--- src/rtl/uart_tx_serializer.sv ---
// UART transmit serializer.
// Pops bytes from the TX FIFO's registered read port and shifts each one out on
// txd as a 16550-style frame: start, 5-8 data bits LSB first, optional parity,
// then 1, 1.5 or 2 stop bits. Bit timing comes from an external baud_tick
// enable running at OVERSAMPLE x the bit rate.
//
// state  | meaning
// -------+-----------------------------------------------------------
// IDLE   | line idle, waiting for the FIFO to go non-empty
// FETCH  | one-clk pop strobe to the FIFO
// LOAD   | capture FIFO read data, latch line-control fields
// START  | start bit, txd low
// DATA   | data bits, LSB first
// PARITY | parity bit (only when parity is enabled)
// STOP   | stop bit(s): 1, 1.5 or 2 bit periods, txd high
module uart_tx_serializer #(
  parameter int OVERSAMPLE = 16
) (
  input  logic       clk,
  input  logic       rst_,
  input  logic       baud_tick,
  input  logic       fifo_rempty,
  input  logic [7:0] fifo_data,
  output logic       fifo_rinc,
  input  logic [1:0] lcr_wls,
  input  logic       lcr_stb,
  input  logic       lcr_pen,
  input  logic       lcr_eps,
  input  logic       lcr_sp,
  input  logic       lcr_bc,
  output logic       txd,
  output logic       tx_busy,
  output logic       temt
);

  // Wide enough for the longest period (two stop bits).
  localparam int TW = $clog2(2 * OVERSAMPLE);

  localparam logic [TW-1:0] BIT_LAST    = TW'(OVERSAMPLE - 1);
  localparam logic [TW-1:0] STOP15_LAST = TW'((3 * OVERSAMPLE) / 2 - 1);
  localparam logic [TW-1:0] STOP2_LAST  = TW'(2 * OVERSAMPLE - 1);

  typedef enum logic [2:0] {
    IDLE   = 3'd0,
    FETCH  = 3'd1,
    LOAD   = 3'd2,
    START  = 3'd3,
    DATA   = 3'd4,
    PARITY = 3'd5,
    STOP   = 3'd6
  } state_e;

  state_e          state_q, state_d;
  logic [TW-1:0]   tick_q, tick_d;
  logic [2:0]      bitcnt_q, bitcnt_d;
  logic [7:0]      shift_q, shift_d;
  logic [1:0]      wls_q, wls_d;
  logic            stb_q, stb_d;
  logic            pen_q, pen_d;
  logic            eps_q, eps_d;
  logic            sp_q, sp_d;
  logic            par_q, par_d;
  logic            txd_q, txd_d;

  logic [TW-1:0]   period_last;
  logic [TW-1:0]   stop_last;
  logic            period_done;
  logic [2:0]      data_last;
  logic            par_bit;
  logic            rinc;

  // Only the active data bits contribute to parity.
  function automatic logic [7:0] wls_mask(input logic [1:0] wls);
    logic [7:0] m;
    case (wls)
      2'd0:    m = 8'h1F;
      2'd1:    m = 8'h3F;
      2'd2:    m = 8'h7F;
      default: m = 8'hFF;
    endcase
    return m;
  endfunction

  // Period length and parity bit derived from the latched frame config.
  always_comb begin
    stop_last = BIT_LAST;
    if (stb_q) begin
      stop_last = (wls_q == 2'd0) ? STOP15_LAST : STOP2_LAST;
    end
    period_last = (state_q == STOP) ? stop_last : BIT_LAST;
    period_done = baud_tick && (tick_q == period_last);
    data_last   = {1'b0, wls_q} + 3'd4;
    if (sp_q) begin
      par_bit = ~eps_q;
    end else begin
      par_bit = eps_q ? par_q : ~par_q;
    end
  end

  // Next-state, datapath updates and registered txd decode.
  always_comb begin
    state_d  = state_q;
    tick_d   = tick_q;
    bitcnt_d = bitcnt_q;
    shift_d  = shift_q;
    wls_d    = wls_q;
    stb_d    = stb_q;
    pen_d    = pen_q;
    eps_d    = eps_q;
    sp_d     = sp_q;
    par_d    = par_q;
    rinc     = 1'b0;

    // Common bit-period timing for every shifting state.
    if ((state_q == START) || (state_q == DATA) ||
        (state_q == PARITY) || (state_q == STOP)) begin
      if (baud_tick) begin
        tick_d = period_done ? '0 : tick_q + TW'(1);
      end
    end

    case (state_q)
      IDLE: begin
        tick_d = '0;
        if (!fifo_rempty) begin
          state_d = FETCH;
        end
      end
      FETCH: begin
        // Guard against popping an empty FIFO; otherwise pop exactly once.
        if (fifo_rempty) begin
          state_d = IDLE;
        end else begin
          rinc    = 1'b1;
          state_d = LOAD;
        end
      end
      LOAD: begin
        shift_d  = fifo_data;
        wls_d    = lcr_wls;
        stb_d    = lcr_stb;
        pen_d    = lcr_pen;
        eps_d    = lcr_eps;
        sp_d     = lcr_sp;
        par_d    = ^(fifo_data & wls_mask(lcr_wls));
        tick_d   = '0;
        bitcnt_d = '0;
        state_d  = START;
      end
      START: begin
        if (period_done) begin
          state_d = DATA;
        end
      end
      DATA: begin
        if (period_done) begin
          shift_d = {1'b0, shift_q[7:1]};
          if (bitcnt_q == data_last) begin
            state_d = pen_q ? PARITY : STOP;
          end else begin
            bitcnt_d = bitcnt_q + 3'd1;
          end
        end
      end
      PARITY: begin
        if (period_done) begin
          state_d = STOP;
        end
      end
      STOP: begin
        if (period_done) begin
          state_d = fifo_rempty ? IDLE : FETCH;
        end
      end
      default: begin
        state_d = IDLE;
      end
    endcase

    // txd is decoded from the next state so the register output lines up
    // with the state it belongs to.
    case (state_d)
      START:   txd_d = 1'b0;
      DATA:    txd_d = shift_d[0];
      PARITY:  txd_d = par_bit;
      default: txd_d = 1'b1;
    endcase
  end

  // State and datapath registers with synchronous reset.
  always_ff @(posedge clk) begin
    if (rst_) begin
      state_q  <= IDLE;
      tick_q   <= '0;
      bitcnt_q <= '0;
      shift_q  <= '0;
      wls_q    <= '0;
      stb_q    <= 1'b0;
      pen_q    <= 1'b0;
      eps_q    <= 1'b0;
      sp_q     <= 1'b0;
      par_q    <= 1'b0;
      txd_q    <= 1'b1;
    end else begin
      state_q  <= state_d;
      tick_q   <= tick_d;
      bitcnt_q <= bitcnt_d;
      shift_q  <= shift_d;
      wls_q    <= wls_d;
      stb_q    <= stb_d;
      pen_q    <= pen_d;
      eps_q    <= eps_d;
      sp_q     <= sp_d;
      par_q    <= par_d;
      txd_q    <= txd_d;
    end
  end

  // Break overrides the registered line level without stopping the FSM.
  assign txd       = txd_q & ~lcr_bc;
  assign fifo_rinc = rinc;
  assign tx_busy   = (state_q != IDLE);
  assign temt      = fifo_rempty & (state_q == IDLE);

endmodule
--- config.mk ---
export PLATFORM = sky130hd
export DESIGN_NAME = uart_tx_serializer
export DESIGN_NICKNAME = d
export VERILOG_FILES = /design/src/rtl/uart_tx_serializer.sv
export SDC_FILE = /design/constraint.sdc
export NUM_CORES = 1
export LEC_CHECK = 0
export ABC_CLOCK_PERIOD_IN_PS = 2100
export CAP_MARGIN = 0
export CORE_MARGIN = 5
export CORE_UTILIZATION = 50
export CTS_BUF_LIST = sky130_fd_sc_hd__clkbuf_8
export DETAILED_ROUTE_END_ITERATION = 8
export PLACE_DENSITY_LB_ADDON = 0.3
export SLEW_MARGIN = 20
export SYNTH_ARGS = -nofsm -noshare
export SYNTH_HDL_FRONTEND = slang
export SYNTH_SLANG_ARGS = --single-unit
--- constraint.sdc ---
create_clock -name clk -period 2.1 [get_ports clk]
set_clock_uncertainty 0.1 [all_clocks]
set_input_delay 0.42 -clock clk [delete_from_list [all_inputs] [get_ports clk]]
set_output_delay 0.42 -clock clk [all_outputs]
set_load 0.01 [all_outputs]
==> impl_metrics.csv <==
group,metric,value,unit
run_status,outcome,"finished with violations",
run_status,failed_checks,"setup timing",
power,finalPower,1050,µW
grt,met2_usage,36.4,%
sta,finalMaxSlewViolations,0,
logic_synthesis,synth_top_cells_by_count,"32 x nand2_1, 27 x dfxtp_1, 18 x a21oi_1, 11 x nor2_1, 9 x xnor2_1",
routing,drc,0,
worst_setup_path,worst_ep_required_time,2.21,ns
sta,finalSetupViolations,3,
cts,cts_tree,"done",
cts,clkLatencyLatePin,0.27,ns
worst_setup_path,arrival,2.25,ns
power,ir_worst_vdd,0.452,mV
grt,gr-usage-met3,2.45,%
die,die_h,64.0,µm
routing,drt_wl_total,3690,µm
worst_setup_path,path_class,"reg -> reg",
min_path,hp-class,"reg -> reg",
worst_setup_path,crit_family,"simple AND/OR/NAND/NOR gates",
logic_synthesis,avgSynthCellArea,8.18,µm²
logic_synthesis,postSynthCellCount,178,
layout,fill_cells,238,
cts,cts.clk_slew.worst_paths,0.09,ns
cts,h-tree-depth,1,
die,core_area,2780,µm²
routing,post_drt_wl_per_cell,14.8,µm
cts,clock_path_buffers,2,
worst_setup_path,crit_slowest_cell,"or4b_4",
cts,root_buffer,"clkbuf_8",
logic_synthesis,synth_seq_cells,27,
sta,fmaxAchievable,467,MHz
cts,cts_buffers,3,
grt,use_met1,21.1,%
die,die_area,4090,µm²
cts,clkSinkCount,27,
place,hpwl,2850,µm
logic_synthesis,yosysTopAreaCell,"dfxtp_1",
layout,diodes,0,
power,power.density,540,nW/µm²
sta,relSlewSlack,75.9,%
routing,drt_first_iter_violations,87,
worst_setup_path,crit_path_max_incr_delay,0.53,ns
routing,firstDrtPassIters,4,
logic_synthesis,yosysWarnings,0,
die,boundaryPins,23,
cts,postCtsHoldBufs,0,
logic_synthesis,synth_area_leaders,"dfxtp_1 37%, nand2_1 8.2%, a21oi_1 6.2%",
logic_synthesis,synth-edff-count,0,
worst_setup_path,cp-start-kind,"register",
worst_setup_path,path_buf_inv,0,
sta,max_slew.worst_pin.slew,0.360,ns
logic_synthesis,synth_flop_cell,"dfxtp_1",
sta,finalSetupTns,-0.102,ns
die,rows,19,
place,gp_congestion,0.885,
die,start_util,52.4,%
logic_synthesis,netlist_area,1460,µm²
sta,fin_crit_sh,102,%
grt,grt_usage,19.3,%
worst_setup_path,crit_path_frequent_cell,"a21oi_2",
place,portBuffers,22,
sta,hold_viol,0,
layout,drive_above_1_share,18.8,%
logic_synthesis,synth_top_area_share,37.1,%
logic_synthesis,synth_cell_types,42,
grt,grt_max_degree,18,
worst_setup_path,path_max_fanout,6,
grt,gr-total-overflow,0,
sta,min_period,2.14,ns
power,leakage,0.000705,µW
logic_synthesis,synth_most_common_cell,"nand2_1",
layout,area_growth,34.1,%
sta,rsz0062_at_grt,"yes",
sta,fin_hold_ws,0.356,ns
logic_synthesis,ys_seq_area_share,37.1,%
sta,setup_slack,-0.0431,ns
routing,ant_nets,0,
logic_synthesis,synthArstFlopShare,0,%
worst_setup_path,endpoint_kind,"register",
grt,grt.busiest_layer,"met2",
grt,grt_pass1_wl,6430,µm
layout,fin_nets,240,
logic_synthesis,synth_fp_nets,199,
grt,grt_pass1_vias,1497,
routing,vias,1443,
worst_setup_path,worstPathCellList,"or4b_4 > a21o_4 > a211oi_4 > a21oi_2 > or3_1 > a21oi_2",
run,drv_cap,0,
routing,vias_per_cell,5.80,
die,die_w,64.0,µm
grt,antenna_found_initial,0,
## cell usage in the layout (no fill, tap or decap), types with 2 or more instances in the layout
cell             count
a22oi_1              6
a21oi_2              4
dfxtp_2              2
buf_6                2
nand2_1             32
o21a_1               3
buf_4               18
nand2b_1             2
nor2_1              11
inv_1                5
a2bb2oi_1            2
ha_1                 2
nand3b_1             3
clkdlybuf4s50_1     19
xnor2_1              9
dfxtp_1             24
xor2_1               5
nand3_1              3
and3_1               4
o21ai_0              3
a21oi_1             16
dlygate4sd2_1        2
nor2b_1              3
nand4_1              2
o211ai_1             2
clkbuf_8             3
a211oi_1             3
mux2i_1              2
## area by class of cell
type	count	area, µm²	area share [%]
Sequential cell	27	547	28.0
Timing Repair Buffer	42	378	19.3
Inverter	5	18.8	0.961
Clock buffer	3	41.3	2.11
Tap cell	31	38.8	1.99
Multi-Input combinational cell	140	925	47.3
Clock inverter	1	5.00	0.256
## routing by layer
metal | up-vias | share of wire, %
li1 | 712 | -
met1 | 686 | 40
met2 | 35 | 55
met3 | 10 | 3.6
met4 | 0 | 1.5
met5 | - | 0
## logic make-up after synthesis
kind of cell	after synthesis	share of synthesized area [%]
multiplexers	2	1.37
AND/OR/NAND/NOR	73	25.1
XOR/XNOR	14	8.42
buffers and inverters	11	2.92
AO/OA/AOI/OAI	49	23.4
flip-flops	27	37.1
adder cells (fa/ha/maj)	2	1.72
## where the power goes
group | switching (µW) | internal [µW] | leakage (µW)
logic | 101 | 116 | 0.000459
registers | 15.4 | 530 | 0.000220
clock network | 159 | 133 | 0.0000255
total | 275 | 779 | 0.000705
## state kept, by name, summed over array words and instances, names as in the netlist
signal	count
par_q	1
tick_q	5
state_q	3
sp_q	1
shift_q	8
txd_q	1
eps_q	1
pen_q	1
stb_q	1
bitcnt_q	3
wls_q	2
## through the flow
step                      std cells  util (%)  setup WS [ns]  area [µm²]
after global routing            249      70.2         -0.107        1950
after global placement          243      65.8         -0.160        1830
final                           249      70.2        -0.0431        1950
after floorplan                 178         -         -0.115        1460
after detailed placement        243      65.8         -0.208        1830
after CTS                       248      68.4        -0.0330        1900
## worst paths after layout
kind / depth (start not counted) / slack (ns) / start / end
worst min-delay path: 2 / 0.36 / par_q / par_q
worst min register to register: 2 / 0.36 / par_q / par_q
worst max register to register: 6 / -0.04 / wls_q[0] / bitcnt_q[0]
worst max-delay path: 6 / -0.04 / wls_q[0] / bitcnt_q[0]
## tightest hold or removal path: stages (launching register included)
cell     delay, ns
dfxtp_1       0.32
nand2_1       0.05
a21oi_1       0.05
## repair_timing
| action | in CTS | in global routing |
|---|---|---|
| setup endpoints to repair | 6 | 19 |
| gates cloned | 0 | 0 |
| pin swaps | 7 | 9 |
| gates resized for setup | 7 | 10 |
| buffers inserted | 1 | 1 |
(Power assumes the default switching activity.)
